--- src/rtl/time_set_pkg.sv ---
// Shared types and constants for the time-set pulse generator.
// Optional feature macro used by this slice: AUTO_REPEAT_EN.
package time_set_pkg;

  localparam int SYNC_DEPTH = 2;

  typedef enum logic [2:0] {
    IDLE        = 3'd0,
    DEB_PRESS   = 3'd1,
    HELD        = 3'd2,
    REPEAT      = 3'd3,
    DEB_RELEASE = 3'd4
  } btn_state_e;

  // Largest of three timing values; sizes the shared debounce/repeat counter.
  function automatic int max3(input int a, input int b, input int c);
    int m;
    m = (a > b) ? a : b;
    return (m > c) ? m : c;
  endfunction

endpackage

--- src/rtl/button_pulse.sv ---
// Synchronised, debounced push-button to one-cycle pulse converter.
// With AUTO_REPEAT_EN defined, a held button also emits repeat pulses.
module button_pulse
  import time_set_pkg::*;
#(
  parameter int DEBOUNCE_CYCLES = 1_000_000,
  parameter int REPEAT_DELAY    = 25_000_000,
  parameter int REPEAT_PERIOD   = 10_000_000
) (
  input  logic clk,
  input  logic reset,
  input  logic btn,
  output logic pulse
);

  localparam int CNT_W = $clog2(max3(DEBOUNCE_CYCLES, REPEAT_DELAY, REPEAT_PERIOD));
  localparam logic [CNT_W-1:0] DEB_LAST = CNT_W'(DEBOUNCE_CYCLES - 1);
`ifdef AUTO_REPEAT_EN
  localparam logic [CNT_W-1:0] RD_LAST  = CNT_W'(REPEAT_DELAY - 1);
  localparam logic [CNT_W-1:0] RP_LAST  = CNT_W'(REPEAT_PERIOD - 1);
`endif

  logic [SYNC_DEPTH-1:0] sync_r;
  logic                  btn_s;
  btn_state_e            state_r, state_nxt_s;
  logic [CNT_W-1:0]      cnt_r, cnt_nxt_s;
  logic                  pulse_r, pulse_nxt_s;

  assign btn_s = sync_r[SYNC_DEPTH-1];
  assign pulse = pulse_r;

  // Synchroniser, FSM state, shared counter and pulse register.
  always_ff @(posedge clk or posedge reset) begin
    if (reset) begin
      sync_r  <= {SYNC_DEPTH{1'b0}};
      state_r <= IDLE;
      cnt_r   <= {CNT_W{1'b0}};
      pulse_r <= 1'b0;
    end else begin
      sync_r  <= {sync_r[SYNC_DEPTH-2:0], btn};
      state_r <= state_nxt_s;
      cnt_r   <= cnt_nxt_s;
      pulse_r <= pulse_nxt_s;
    end
  end

  // Next-state, counter and pulse decode; the counter is reused for every timed state.
  always_comb begin
    state_nxt_s = state_r;
    cnt_nxt_s   = cnt_r;
    pulse_nxt_s = 1'b0;
    case (state_r)
      IDLE: begin
        cnt_nxt_s = {CNT_W{1'b0}};
        if (btn_s) begin
          state_nxt_s = DEB_PRESS;
        end else begin
          state_nxt_s = IDLE;
        end
      end
      DEB_PRESS: begin
        if (!btn_s) begin
          state_nxt_s = IDLE;
          cnt_nxt_s   = {CNT_W{1'b0}};
        end else if (cnt_r == DEB_LAST) begin
          state_nxt_s = HELD;
          cnt_nxt_s   = {CNT_W{1'b0}};
          pulse_nxt_s = 1'b1;
        end else begin
          cnt_nxt_s   = cnt_r + CNT_W'(1);
        end
      end
      HELD: begin
        if (!btn_s) begin
          state_nxt_s = DEB_RELEASE;
          cnt_nxt_s   = {CNT_W{1'b0}};
`ifdef AUTO_REPEAT_EN
        end else if (cnt_r == RD_LAST) begin
          state_nxt_s = REPEAT;
          cnt_nxt_s   = {CNT_W{1'b0}};
          pulse_nxt_s = 1'b1;
        end else begin
          cnt_nxt_s   = cnt_r + CNT_W'(1);
        end
`else
        end else begin
          cnt_nxt_s   = {CNT_W{1'b0}};
        end
`endif
      end
`ifdef AUTO_REPEAT_EN
      REPEAT: begin
        if (!btn_s) begin
          state_nxt_s = DEB_RELEASE;
          cnt_nxt_s   = {CNT_W{1'b0}};
        end else if (cnt_r == RP_LAST) begin
          cnt_nxt_s   = {CNT_W{1'b0}};
          pulse_nxt_s = 1'b1;
        end else begin
          cnt_nxt_s   = cnt_r + CNT_W'(1);
        end
      end
`endif
      DEB_RELEASE: begin
        // A bounce back high returns to HELD silently, so no new press pulse.
        if (btn_s) begin
          state_nxt_s = HELD;
          cnt_nxt_s   = {CNT_W{1'b0}};
        end else if (cnt_r == DEB_LAST) begin
          state_nxt_s = IDLE;
          cnt_nxt_s   = {CNT_W{1'b0}};
        end else begin
          cnt_nxt_s   = cnt_r + CNT_W'(1);
        end
      end
      default: begin
        state_nxt_s = IDLE;
        cnt_nxt_s   = {CNT_W{1'b0}};
      end
    endcase
  end

endmodule

--- src/rtl/time_set_pulse_gen.sv ---
// Seconds prescaler plus hour/minute set-button pulse generators.
// Auto-repeat of held buttons is enabled by defining AUTO_REPEAT_EN.
module time_set_pulse_gen
  import time_set_pkg::*;
#(
  parameter int CLK_HZ          = 50_000_000,
  parameter int DEBOUNCE_CYCLES = 1_000_000,
  parameter int REPEAT_DELAY    = 25_000_000,
  parameter int REPEAT_PERIOD   = 10_000_000
) (
  input  logic clk,
  input  logic reset,
  input  logic sec_en,
  input  logic btn_hour,
  input  logic btn_min,
  output logic SECS,
  output logic MINS,
  output logic HOURS
);

  localparam int PS_W = $clog2(CLK_HZ);
  localparam logic [PS_W-1:0] PS_LAST = PS_W'(CLK_HZ - 1);

  logic [PS_W-1:0] ps_cnt_r;
  logic            secs_r;

  assign SECS = secs_r;

  // Prescaler: freezes with sec_en low and resumes from the held count.
  always_ff @(posedge clk or posedge reset) begin
    if (reset) begin
      ps_cnt_r <= {PS_W{1'b0}};
      secs_r   <= 1'b0;
    end else if (sec_en) begin
      secs_r   <= (ps_cnt_r == PS_LAST);
      ps_cnt_r <= (ps_cnt_r == PS_LAST) ? {PS_W{1'b0}} : ps_cnt_r + PS_W'(1);
    end else begin
      secs_r   <= 1'b0;
    end
  end

  button_pulse #(
    .DEBOUNCE_CYCLES (DEBOUNCE_CYCLES),
    .REPEAT_DELAY    (REPEAT_DELAY),
    .REPEAT_PERIOD   (REPEAT_PERIOD)
  ) u_hour (
    .clk   (clk),
    .reset (reset),
    .btn   (btn_hour),
    .pulse (HOURS)
  );

  button_pulse #(
    .DEBOUNCE_CYCLES (DEBOUNCE_CYCLES),
    .REPEAT_DELAY    (REPEAT_DELAY),
    .REPEAT_PERIOD   (REPEAT_PERIOD)
  ) u_min (
    .clk   (clk),
    .reset (reset),
    .btn   (btn_min),
    .pulse (MINS)
  );

endmodule

--- config.mk ---
export PLATFORM = sky130hd
export DESIGN_NAME = time_set_pulse_gen
export DESIGN_NICKNAME = d
export VERILOG_FILES = /design/src/rtl/time_set_pkg.sv /design/src/rtl/button_pulse.sv /design/src/rtl/time_set_pulse_gen.sv
export SDC_FILE = /design/constraint.sdc
export NUM_CORES = 1
export LEC_CHECK = 0
export BUFFER_PORTS_ARGS = -buffer_cell sky130_fd_sc_hd__buf_2
export CORE_MARGIN = 2
export CORE_UTILIZATION = 62
export CTS_CLUSTER_SIZE = 14
export DETAILED_ROUTE_END_ITERATION = 16
export PLACE_DENSITY_LB_ADDON = 0.2
export REMOVE_ABC_BUFFERS = 1
export SLEW_MARGIN = 10
export SYNTH_ARGS = -nofsm -noshare
export SYNTH_HDL_FRONTEND = slang
export SYNTH_SLANG_ARGS = --single-unit
--- constraint.sdc ---
create_clock -name clk -period 2.97 [get_ports clk]
set_input_delay 0.297 -clock clk [delete_from_list [all_inputs] [get_ports clk]]
set_output_delay 0.297 -clock clk [all_outputs]
set_load 0.05 [all_outputs]
==> results.tsv, run 1 <==
metric	value	unit
status	finished, final reports clean	
wl_met1	3.97	mm
nFillCells	540	
synth_edf_count	0	
synth_cell_type_count	45	
pre_cts_ws	0.936	ns
finalPower	2.35	mW
cts_buffers	9	
ys_top_cells_by_count	dfrtp_1 (89), nor2_1 (43), a21oi_1 (34), nand3_1 (31), nand2_1 (30)	
firstDrtPassIters	4	
netlist.top_cell.by_area	dfrtp_1	
r2r_setup_slack	0.92	ns
drt-wirelength-per-cell	14.4	um
antenna_found_initial	0	
hold_viol_final	0	
rsz0062_at_grt	false	
p_int	1.80	mW
clk_transition_reported_paths	0.09	ns
topRoutingLayerUsed	met4	
r2r_cells	5	
synth_area	4380	um^2
cp-start-kind	flip-flop	
crit_start	u_min.cnt_r[0]$_DFF_PP0_	
r2r_start	u_min.cnt_r[0]$_DFF_PP0_	
ys_seq_area_frac	0.509	
placedCellCount	545	
multi_input_area	2040	um^2
drive_above_1_share	0.0839	
vias	3383	
design.die.area	7750	um^2
ys.flop_type	dfrtp_1	
root_buffer	clkbuf_8	
power.net_switching	0.554	mW
clkPwrFrac	0.397	
postRouteAntennaNets	0	
post-cts-setup-buffers	0	
n_antenna_cell	0	
layout_min_cycle_time	2.05	ns
grt_max_degree	49	
dr.first_iter.drc_count	221	
drt_wl_total	8.09	mm
yosysTopAreaCellShare	0.509	
p_seq_frac	0.558	
p_sw_frac	0.236	
power_density	495	nW/um^2
async_flop_share	1.00	
min_path_type	primary input to flip-flop	
stdcell_count	561	
fin_tns_setup	0	ns
overflow	0	
drcViolationCount	0	
relSlewSlack	0.465	
drv_slew	0	
hold_start	btn_hour	
vdd_drop_max	279	uV
cts_tree	built	
postCtsHoldBufs	0	
ys_warn_count	0	
holdPathStages	1	
max-cap-violations	0	
ioPinCount	8	
dieHeight	88.0	um
setup_violations	0	
critPathKind	flip-flop to flip-flop	
arrival	2.34	ns
path_buf_inv	0	
p_comb_frac	0.045	
design.core.area	6830	um^2
ys_ff_latch	89	
core.rowCount	30	
wl_met2	3.80	mm
cts.repair.resized	0	
fmax	0.488	GHz
syn_avg_cell_area	9.71	um^2
grtUsageTotal	0.233	
grt_pass1_vias	3207	
place_hpwl	5.43	mm
seqCellArea	2230	um^2
wl_met3	152	um
crit_path_end_kind	flip-flop	
crit_fanout	13	
setup_slack	0.921	ns
leakage	1.92	nW
start_util	0.641	
clk_latency	0.36	ns
crit_chain	ha_1, and2_1, nand4_1, or4_1, a21oi_1	
max_stage_delay	0.60	ns
cp.required	3.26	ns
synth_most_common_cell	dfrtp_1	
crit_family	simple AND/OR/NAND/NOR gates	
cts_max_level	3	
port_buffers	7	
r2r_end	u_min.cnt_r[24]$_DFF_PP0_	
gp_congestion	0.825	
final_nets	468	
yosys-top-cells-area	dfrtp_1 (51%), xor2_1 (4.2%), a21oi_1 (3.9%), nor2_1 (3.7%), nand3_1 (3.5%)	
final.period_utilization	0.690	
die_x	88.0	um
worstHoldEndpoint	u_hour.sync_r[0]$_DFF_PP0_	
viasPerCell	6.03	
worst_path_max_delay_cell	or4_1	
worstMarginPinSlew	0.802	ns
grt_pass1_wl	14.2	mm
clock_sinks	89	
final_util	0.694	
netlist_instances	451	
clock_path_buffers	2	
area_delta_synth_final	8.29	%
skew	0.0113	ns
==> layout make-up <==
class                   count  share of cell area
repair buffers             14              0.0185
multi-input cells         336               0.430
inverters                  10             0.00818
clock inverters             5              0.0182
clock buffers              11              0.0298
flip-flops and latches     89               0.470
well taps                  96              0.0253
==> logic make-up after synthesis <==
family	share of synthesized area
buffers and inverters	0.0254
xor gates and xnor gates	0.0740
AOI/OAI and AO/OA	0.111
DFF	0.509
adders and majority gates	0.00857
muxes	0.00229
and+or+nand+nor	0.270
==> layout by cell type, fill, tap and decap left out, types with 2 or more instances in the layout <==
cell / n
a211oi_1: 2
nor2_1: 43
nand4_2: 2
inv_1: 9
nand3b_1: 2
a31oi_1: 5
o31ai_1: 13
xnor2_1: 16
xor2_1: 21
dfrtp_1: 89
nor2b_1: 2
or3_1: 17
clkinv_4: 2
nor4_1: 6
buf_4: 7
or4_1: 13
o22ai_1: 3
bufinv_16: 2
or3b_2: 2
and4_1: 8
nand4_1: 17
o21ai_0: 21
o21ai_1: 2
nand3_1: 31
and2_1: 3
nand2_1: 30
nor4b_1: 5
clkbuf_8: 10
nor3_1: 8
and3_1: 11
nand2b_1: 4
a21oi_1: 34
ha_1: 3
buf_2: 7
==> worst max path at each step <==
stage                                     end  slack, ns  depth (start not counted)
global route        u_min.cnt_r[24]$_DFF_PP0_       0.74                          5
floorplan                      SECS$_DFF_PP0_       0.37                          1
detailed placement  u_min.cnt_r[24]$_DFF_PP0_       0.94                          5
finish              u_min.cnt_r[24]$_DFF_PP0_       0.92                          5
CTS                 u_min.cnt_r[24]$_DFF_PP0_       0.94                          5
global placement    u_min.cnt_r[24]$_DFF_PP0_       1.04                          5
==> registers in the layout, summed over array words and instances, names as in the netlist <==
register,count
u_hour.pulse,1
u_min.pulse,1
u_min.state_r,3
u_hour.cnt_r,25
u_min.cnt_r,25
u_hour.state_r,3
SECS,1
u_hour.sync_r,2
u_min.sync_r,2
ps_cnt_r,26
==> metal layers <==
layer  up-vias  global-route usage
li1       1669                   -
met1      1666               0.313
met2        35               0.375
met3        13              0.0386
met4         0               0.102
met5         -                   0
==> stage by stage <==
stage	hold slack, ns	cell area, um^2
floorplan	0.328	4300
global placement	0.336	4510
detailed placement	0.346	4510
CTS	0.0305	4740
global route	0.0257	4740
finish	0.0447	4740
==> worst reg2reg max path, delay by kind of cell (launching register included) <==
family | cells | cell delay, ns
AOI/OAI and AO/OA | 1 | 0.15
adders and majority gates | 1 | 0.19
and+or+nand+nor | 3 | 1.25
DFF | 1 | 0.39
==> power groups by stage <==
stage	Combinational [mW]	Sequential, mW	Clock [mW]
after floorplan	0.0816	1.32	0
after global placement	0.105	1.33	0
after detailed placement	0.109	1.33	0
after CTS	0.109	1.31	0.957
after global routing	0.124	1.32	1.01
final	0.105	1.31	0.933
(Power assumes the default switching activity.)
==> run 2: changes to the inputs <==
- CORE_UTILIZATION: 62 -> 56
- clock period: 2.97 -> 1.7 ns (I/O delays scaled with it)
==> results.tsv, run 2 (synthesized netlist as in run 1, its figures left out) <==
metric	value	unit	change
status	finished, violations left		
violations	setup timing		
drv_slew	0		unchanged
drt_wl_total	10.2	mm	+27%
seqCellArea	2230	um^2	+0.17%
drcViolationCount	0		unchanged
worst_path_max_delay_cell	or4_4		
min_path_type	primary input to flip-flop		
area_delta_synth_final	32.9	%	
dieHeight	92.4	um	+5.0%
critPathKind	flip-flop to flip-flop		
firstDrtPassIters	4		unchanged
power_density	720	nW/um^2	+45%
clk_latency	0.36	ns	about the same
gp_congestion	0.877		+6.4%
vdd_drop_max	572	uV	+100%
cp-start-kind	flip-flop		
hold_ws	0.147	ns	+0.102 ns
final.period_utilization	1.06		+0.370
fmax	0.555	GHz	+14%
cts_buffers	9		unchanged
setup_slack	-0.101	ns	-1.02 ns
final_cell_mix	dfrtp_1 (86), buf_4 (85), nor2_1 (41)		
final_common_cell	dfrtp_1		
hold_start	sec_en		
multi_input_area	2300	um^2	+13%
rsz0062_at_grt	true		
top_register	ps_cnt_r		
max_stage_delay	0.56	ns	-0.04 ns
grt.busiest_layer	met2		
nFillCells	503		-6.9%
crit_chain	nand4_2, or4_4, or4_1, a21oi_1		
grtUsageMet2	0.396		+0.0206
crit_fanout	9		-4
stdcell_count	663		+18%
antenna_found_initial	0		unchanged
placedCellCount	617		+13%
crit_start	ps_cnt_r[9]$_DFFE_PP0P_		
grtUsageTotal	0.238		+0.00554
start_util	0.572		-0.0684
worstMarginPinSlew	0.540	ns	-0.263 ns
setup_violations	7		+7
r2r_start	ps_cnt_r[9]$_DFFE_PP0P_		
design.core.area	7650	um^2	+12%
crit_path_end_kind	flip-flop		
largest_register_ffs	26		unchanged
grt_max_degree	28		-43%
clock_path_buffers	2		unchanged
clk_transition_reported_paths	0.09	ns	about the same
n_antenna_cell	0		unchanged
postRouteAntennaNets	0		unchanged
port_buffers	7		unchanged
crit_family	simple AND/OR/NAND/NOR gates		
dr.first_iter.drc_count	185		-16%
top_regs	ps_cnt_r: 26 flops, u_hour.cnt_r: 25 flops, u_min.cnt_r: 25 flops		
place_hpwl	6.62	mm	+22%
overflow	0		unchanged
leakage	2.50	nW	+30%
use_met3	0.0431		+0.00448
holdPathStages	3		+2
grt_util_met1	0.312		-0.00119
skew	0.0100	ns	-0.00125 ns
root_buffer	clkbuf_8		
r2r_cells	4		-1
path_buf_inv	0		unchanged
cts_tree	built		
design.die.area	8540	um^2	+10%
cts_max_level	3		unchanged
final_nets	564		+21%
drt-wirelength-per-cell	15.4	um	+7.1%
grt_pass1_wl	16.2	mm	+14%
worstHoldEndpoint	ps_cnt_r[1]$_DFFE_PP0P_		
max-cap-violations	0		unchanged
arrival	2.08	ns	-0.26 ns
r2r_setup_slack	-0.10	ns	-1.02 ns
vias	3870		+14%
cp.required	1.98	ns	-1.28 ns
die_x	92.4	um	+5.0%
r2r_end	ps_cnt_r[25]$_DFFE_PP0P_		
drive_above_1_share	0.326		+0.242
clock_sinks	89		unchanged
ioPinCount	8		unchanged
hold_viol_final	0		unchanged
layout_min_cycle_time	1.80	ns	-0.247 ns
relSlewSlack	0.640		+0.175
core.rowCount	32		+6.7%
viasPerCell	5.84		-3.2%
grt_pass1_vias	3630		+13%
final_util	0.761		+0.0667
## run 2: cell types whose count changed in the layout (fill, tap and decap cells not counted), moves of 7 or more
| cell | previous run | this run |
|---|---|---|
| or4_1 | 13 | 6 |
| buf_6 | 0 | 10 |
| a21oi_1 | 34 | 25 |
| buf_4 | 7 | 85 |
| or4_4 | 1 | 8 |
| a21oi_2 | 0 | 9 |
## run 2: final cells by class
type | instances | share of cell area
well taps | 102 | 0.0219
clock inverters | 7 | 0.0163
multi-input cells | 336 | 0.395
repair buffers | 110 | 0.155
inverters | 10 | 0.00667
clock buffers | 9 | 0.0213
flip-flops and latches | 89 | 0.384
## run 2: power by group
group / total [mW] / switching [mW] / leakage, nW / internal [mW]
registers: 2.25 / 0.0682 / 1.20 / 2.19
logic: 0.349 / 0.180 / 1.19 / 0.170
clock network: 1.59 / 0.759 / 0.109 / 0.827
## run 2: per-stage QoR
step | TNS (ns) | cell area, um^2 | power [mW] | setup slack, ns
2_1_floorplan | -91.87 | 4300 | 2.45 | -0.777
3_3_place_gp | -0.0924 | 5050 | 2.61 | -0.0482
3_5_place_dp | -0.326 | 5050 | 2.62 | -0.0673
4_1_cts | -0.0184 | 5390 | 4.20 | -0.0184
5_1_grt | -1.69 | 5820 | 4.37 | -0.164
6_report | -0.204 | 5820 | 4.19 | -0.101
## run 2: worst max-delay path by stage
stage                                     to  slack, ns  depth (start not counted)
CTS                 ps_cnt_r[25]$_DFFE_PP0P_      -0.02                          4
finish              ps_cnt_r[25]$_DFFE_PP0P_      -0.10                          4
global route        ps_cnt_r[25]$_DFFE_PP0P_      -0.16                          4
detailed placement  ps_cnt_r[25]$_DFFE_PP0P_      -0.07                          4
floorplan                     SECS$_DFF_PP0_      -0.78                          1
global placement    ps_cnt_r[25]$_DFFE_PP0P_      -0.05                          4
## run 2: what timing repair did
action	4_1_cts	5_1_grt
cloned	1	1
buffers inserted	6	19
endpoints found under the hold margin	26	0
resized for setup	10	65
endpoints found under the setup margin	34	75
pin swaps	4	18
hold buffers	3	0
## run 2: worst reg2reg max path, delay by kind of cell (launching register included)
family | cells | cell delay [ns]
compound gates | 1 | 0.17
flops | 1 | 0.41
simple gates | 3 | 1.14
## run 2: per-layer routing
| layer | up-vias | wire [um] |
|---|---|---|
| met2 | 67 | 5180 |
| met5 | - | 0 |
| met4 | 0 | 249 |
| met3 | 22 | 265 |
| met1 | 1911 | 4550 |
| li1 | 1870 | - |
==> run 3: changes to the inputs <==
- CAP_MARGIN: unset -> 15
- SKIP_LAST_GASP: unset -> 1
- clock period: 1.7 -> 1.5 ns (I/O delays scaled with it)
==> results.tsv, run 3 (synthesized netlist as in run 1, its figures left out) <==
metric	value	unit	change
final_cell_mix	buf_4 (126), dfrtp_1 (89), buf_6 (29)		
leakage	2.86	nW	+14%
placedCellCount	666		+7.9%
clock_path_buffers	2		unchanged
grt_pass1_vias	4296		+18%
firstDrtPassIters	6		+2
postRouteAntennaNets	0		unchanged
cts_tree	built		
stdcell_count	723		+9.0%
hold_viol_final	0		unchanged
largest_register_ffs	26		unchanged
area_delta_synth_final	51.2	%	
nFillCells	351		-30%
critPathKind	flip-flop to flip-flop		
r2r_start	u_hour.cnt_r[7]$_DFF_PP0_		
fmax	0.545	GHz	-1.9%
power.net_switching	1.29	mW	+28%
clkPwrFrac	0.341		-0.038
viasPerCell	6.30		+7.9%
cp-endpoint	u_hour.cnt_r[8]$_DFF_PP0_		
vias	4553		+18%
grt_pass1_wl	20.3	mm	+25%
drcViolationCount	0		unchanged
p_comb_frac	0.115		+0.032
root_buffer	clkbuf_8		
overflow	0		unchanged
crit_start	u_hour.cnt_r[7]$_DFF_PP0_		
n_antenna_cell	0		unchanged
p_int	3.40	mW	+6.9%
multi_input_area	2590	um^2	+13%
clock_sinks	89		unchanged
dieHeight	92.4	um	unchanged
p_seq_frac	0.544		+0.006
clk_latency	0.37	ns	about the same
worstMarginPinSlew	0.461	ns	-0.0787 ns
die_x	92.4	um	unchanged
cts_max_level	3		unchanged
max-cap-violations	0		unchanged
gp_congestion	0.837		-4.6%
design_area	6620	um^2	+14%
grtUsageTotal	0.300		+0.0621
final_nets	624		+11%
grt_max_degree	31		+11%
r2r_end	u_hour.cnt_r[8]$_DFF_PP0_		
dr.first_iter.drc_count	404		+120%
vdd_drop_max	666	uV	+16%
setup_slack	-0.336	ns	-0.235 ns
drive_above_1_share	0.462		+0.136
drt-wirelength-per-cell	19.9	um	+29%
ioPinCount	8		unchanged
cp.required	1.75	ns	-0.23 ns
crit_path_end_kind	flip-flop		
place_hpwl	7.27	mm	+9.9%
setup_violations	79		+72
r2r_cells	6		+2
skew	0.0127	ns	+0.00270 ns
status	finished, violations left		
crit_fanout	6		-3
fin_tns_setup	-19.11	ns	-18.90 ns
top_regs	ps_cnt_r: 26 flops, u_hour.cnt_r: 25 flops, u_min.cnt_r: 25 flops		
seqCellArea	2230	um^2	-0.17%
final_util	0.866		+0.105
drt_wl_total	14.4	mm	+41%
pre_cts_ws	-0.294	ns	-0.226 ns
start_util	0.572		unchanged
core.rowCount	32		unchanged
cp-start-kind	flip-flop		
clk_transition_reported_paths	0.09	ns	about the same
p_sw_frac	0.275		+0.0349
violations	setup timing		
place_area	5420	um^2	+7.3%
cts_buffers	9		unchanged
final.period_utilization	1.22		+0.164
final_common_cell	buf_4		
min_path_type	primary input to flip-flop		
port_buffers	7		unchanged
design.core.area	7650	um^2	unchanged
rsz0062_at_grt	true		
power_density	709	nW/um^2	-1.6%
antenna_found_initial	0		unchanged
arrival	2.09	ns	about the same
layout_min_cycle_time	1.84	ns	+0.0346 ns
r2r_setup_slack	-0.34	ns	-0.23 ns
design.die.area	8540	um^2	unchanged
top_register	ps_cnt_r		
relSlewSlack	0.692		+0.0525
drv_slew	0		unchanged
-- run 3: changes by cell type in the layout (fill, tap and decap cells not counted), sizes merged --
cell / before / now
buf: 107 / 165
clkbuf: 9 / 12
inv: 9 / 10
bufinv: 2 / 0
-- run 3: cell type report --
cell class | count | area share
multi-input combinational | 336 | 0.391
sequential | 89 | 0.336
timing repair buffer | 170 | 0.219
clock buffer | 10 | 0.0208
tap | 102 | 0.0193
clock inverter | 6 | 0.00775
inverter | 10 | 0.00586
-- run 3: how the worst min path moves through the flow --
| stage | endpoint | depth (start not counted) | slack, ns | startpoint |
|---|---|---|---|---|
| floorplan | u_hour.sync_r[0]$_DFF_PP0_ | 0 | 0.18 | btn_hour |
| global placement | u_min.cnt_r[24]$_DFF_PP0_ | 2 | 0.17 | reset |
| finish | ps_cnt_r[1]$_DFFE_PP0P_ | 3 | 0.14 | sec_en |
| CTS | ps_cnt_r[1]$_DFFE_PP0P_ | 3 | 0.12 | sec_en |
| detailed placement | u_min.sync_r[0]$_DFF_PP0_ | 2 | 0.17 | reset |
| global route | ps_cnt_r[1]$_DFFE_PP0P_ | 3 | 0.14 | sec_en |
-- run 3: power groups by stage --
| stage | Clock (mW) | Sequential (mW) | Combinational, mW |
|---|---|---|---|
| global placement | 0 | 2.59 | 0.397 |
| detailed placement | 0 | 2.60 | 0.412 |
| CTS | 1.60 | 2.55 | 0.460 |
| global route | 1.72 | 2.56 | 0.571 |
| finish | 1.60 | 2.55 | 0.538 |
| floorplan | 0 | 2.62 | 0.162 |
-- run 3: timing repair --
| item | 4_1_cts | 5_1_grt |
|---|---|---|
| gates resized for setup | 85 | 82 |
| cloned | 2 | 3 |
| hold endpoints to repair | 23 | 0 |
| hold buffers | 3 | 0 |
| pin swaps | 58 | 39 |
| setup endpoints to repair | 80 | 81 |
| setup buffers | 19 | 17 |
-- run 3: worst max-delay path: stages, from the launching register on --
cell and delay (ns):
dfrtp_1 0.41, buf_6 0.13, nor4_4 0.31, nand4_1 0.22, o21ai_4 0.35, clkbuf_16 0.25
nor2_4 0.04
-- run 3: stage by stage --
step	power, mW	hold slack (ns)
3_5_place_dp	3.01	0.173
6_report	4.69	0.144
4_1_cts	4.61	0.120
5_1_grt	4.85	0.138
3_3_place_gp	2.99	0.168
2_1_floorplan	2.78	0.181
-- run 3: per-layer routing --
metal | up-vias | track usage | wire [um]
li1 | 1989 | - | -
met1 | 2279 | 0.371 | 5520
met2 | 216 | 0.510 | 7580
met3 | 69 | 0.0602 | 784
met4 | 0 | 0.136 | 516
met5 | - | 0 | 0
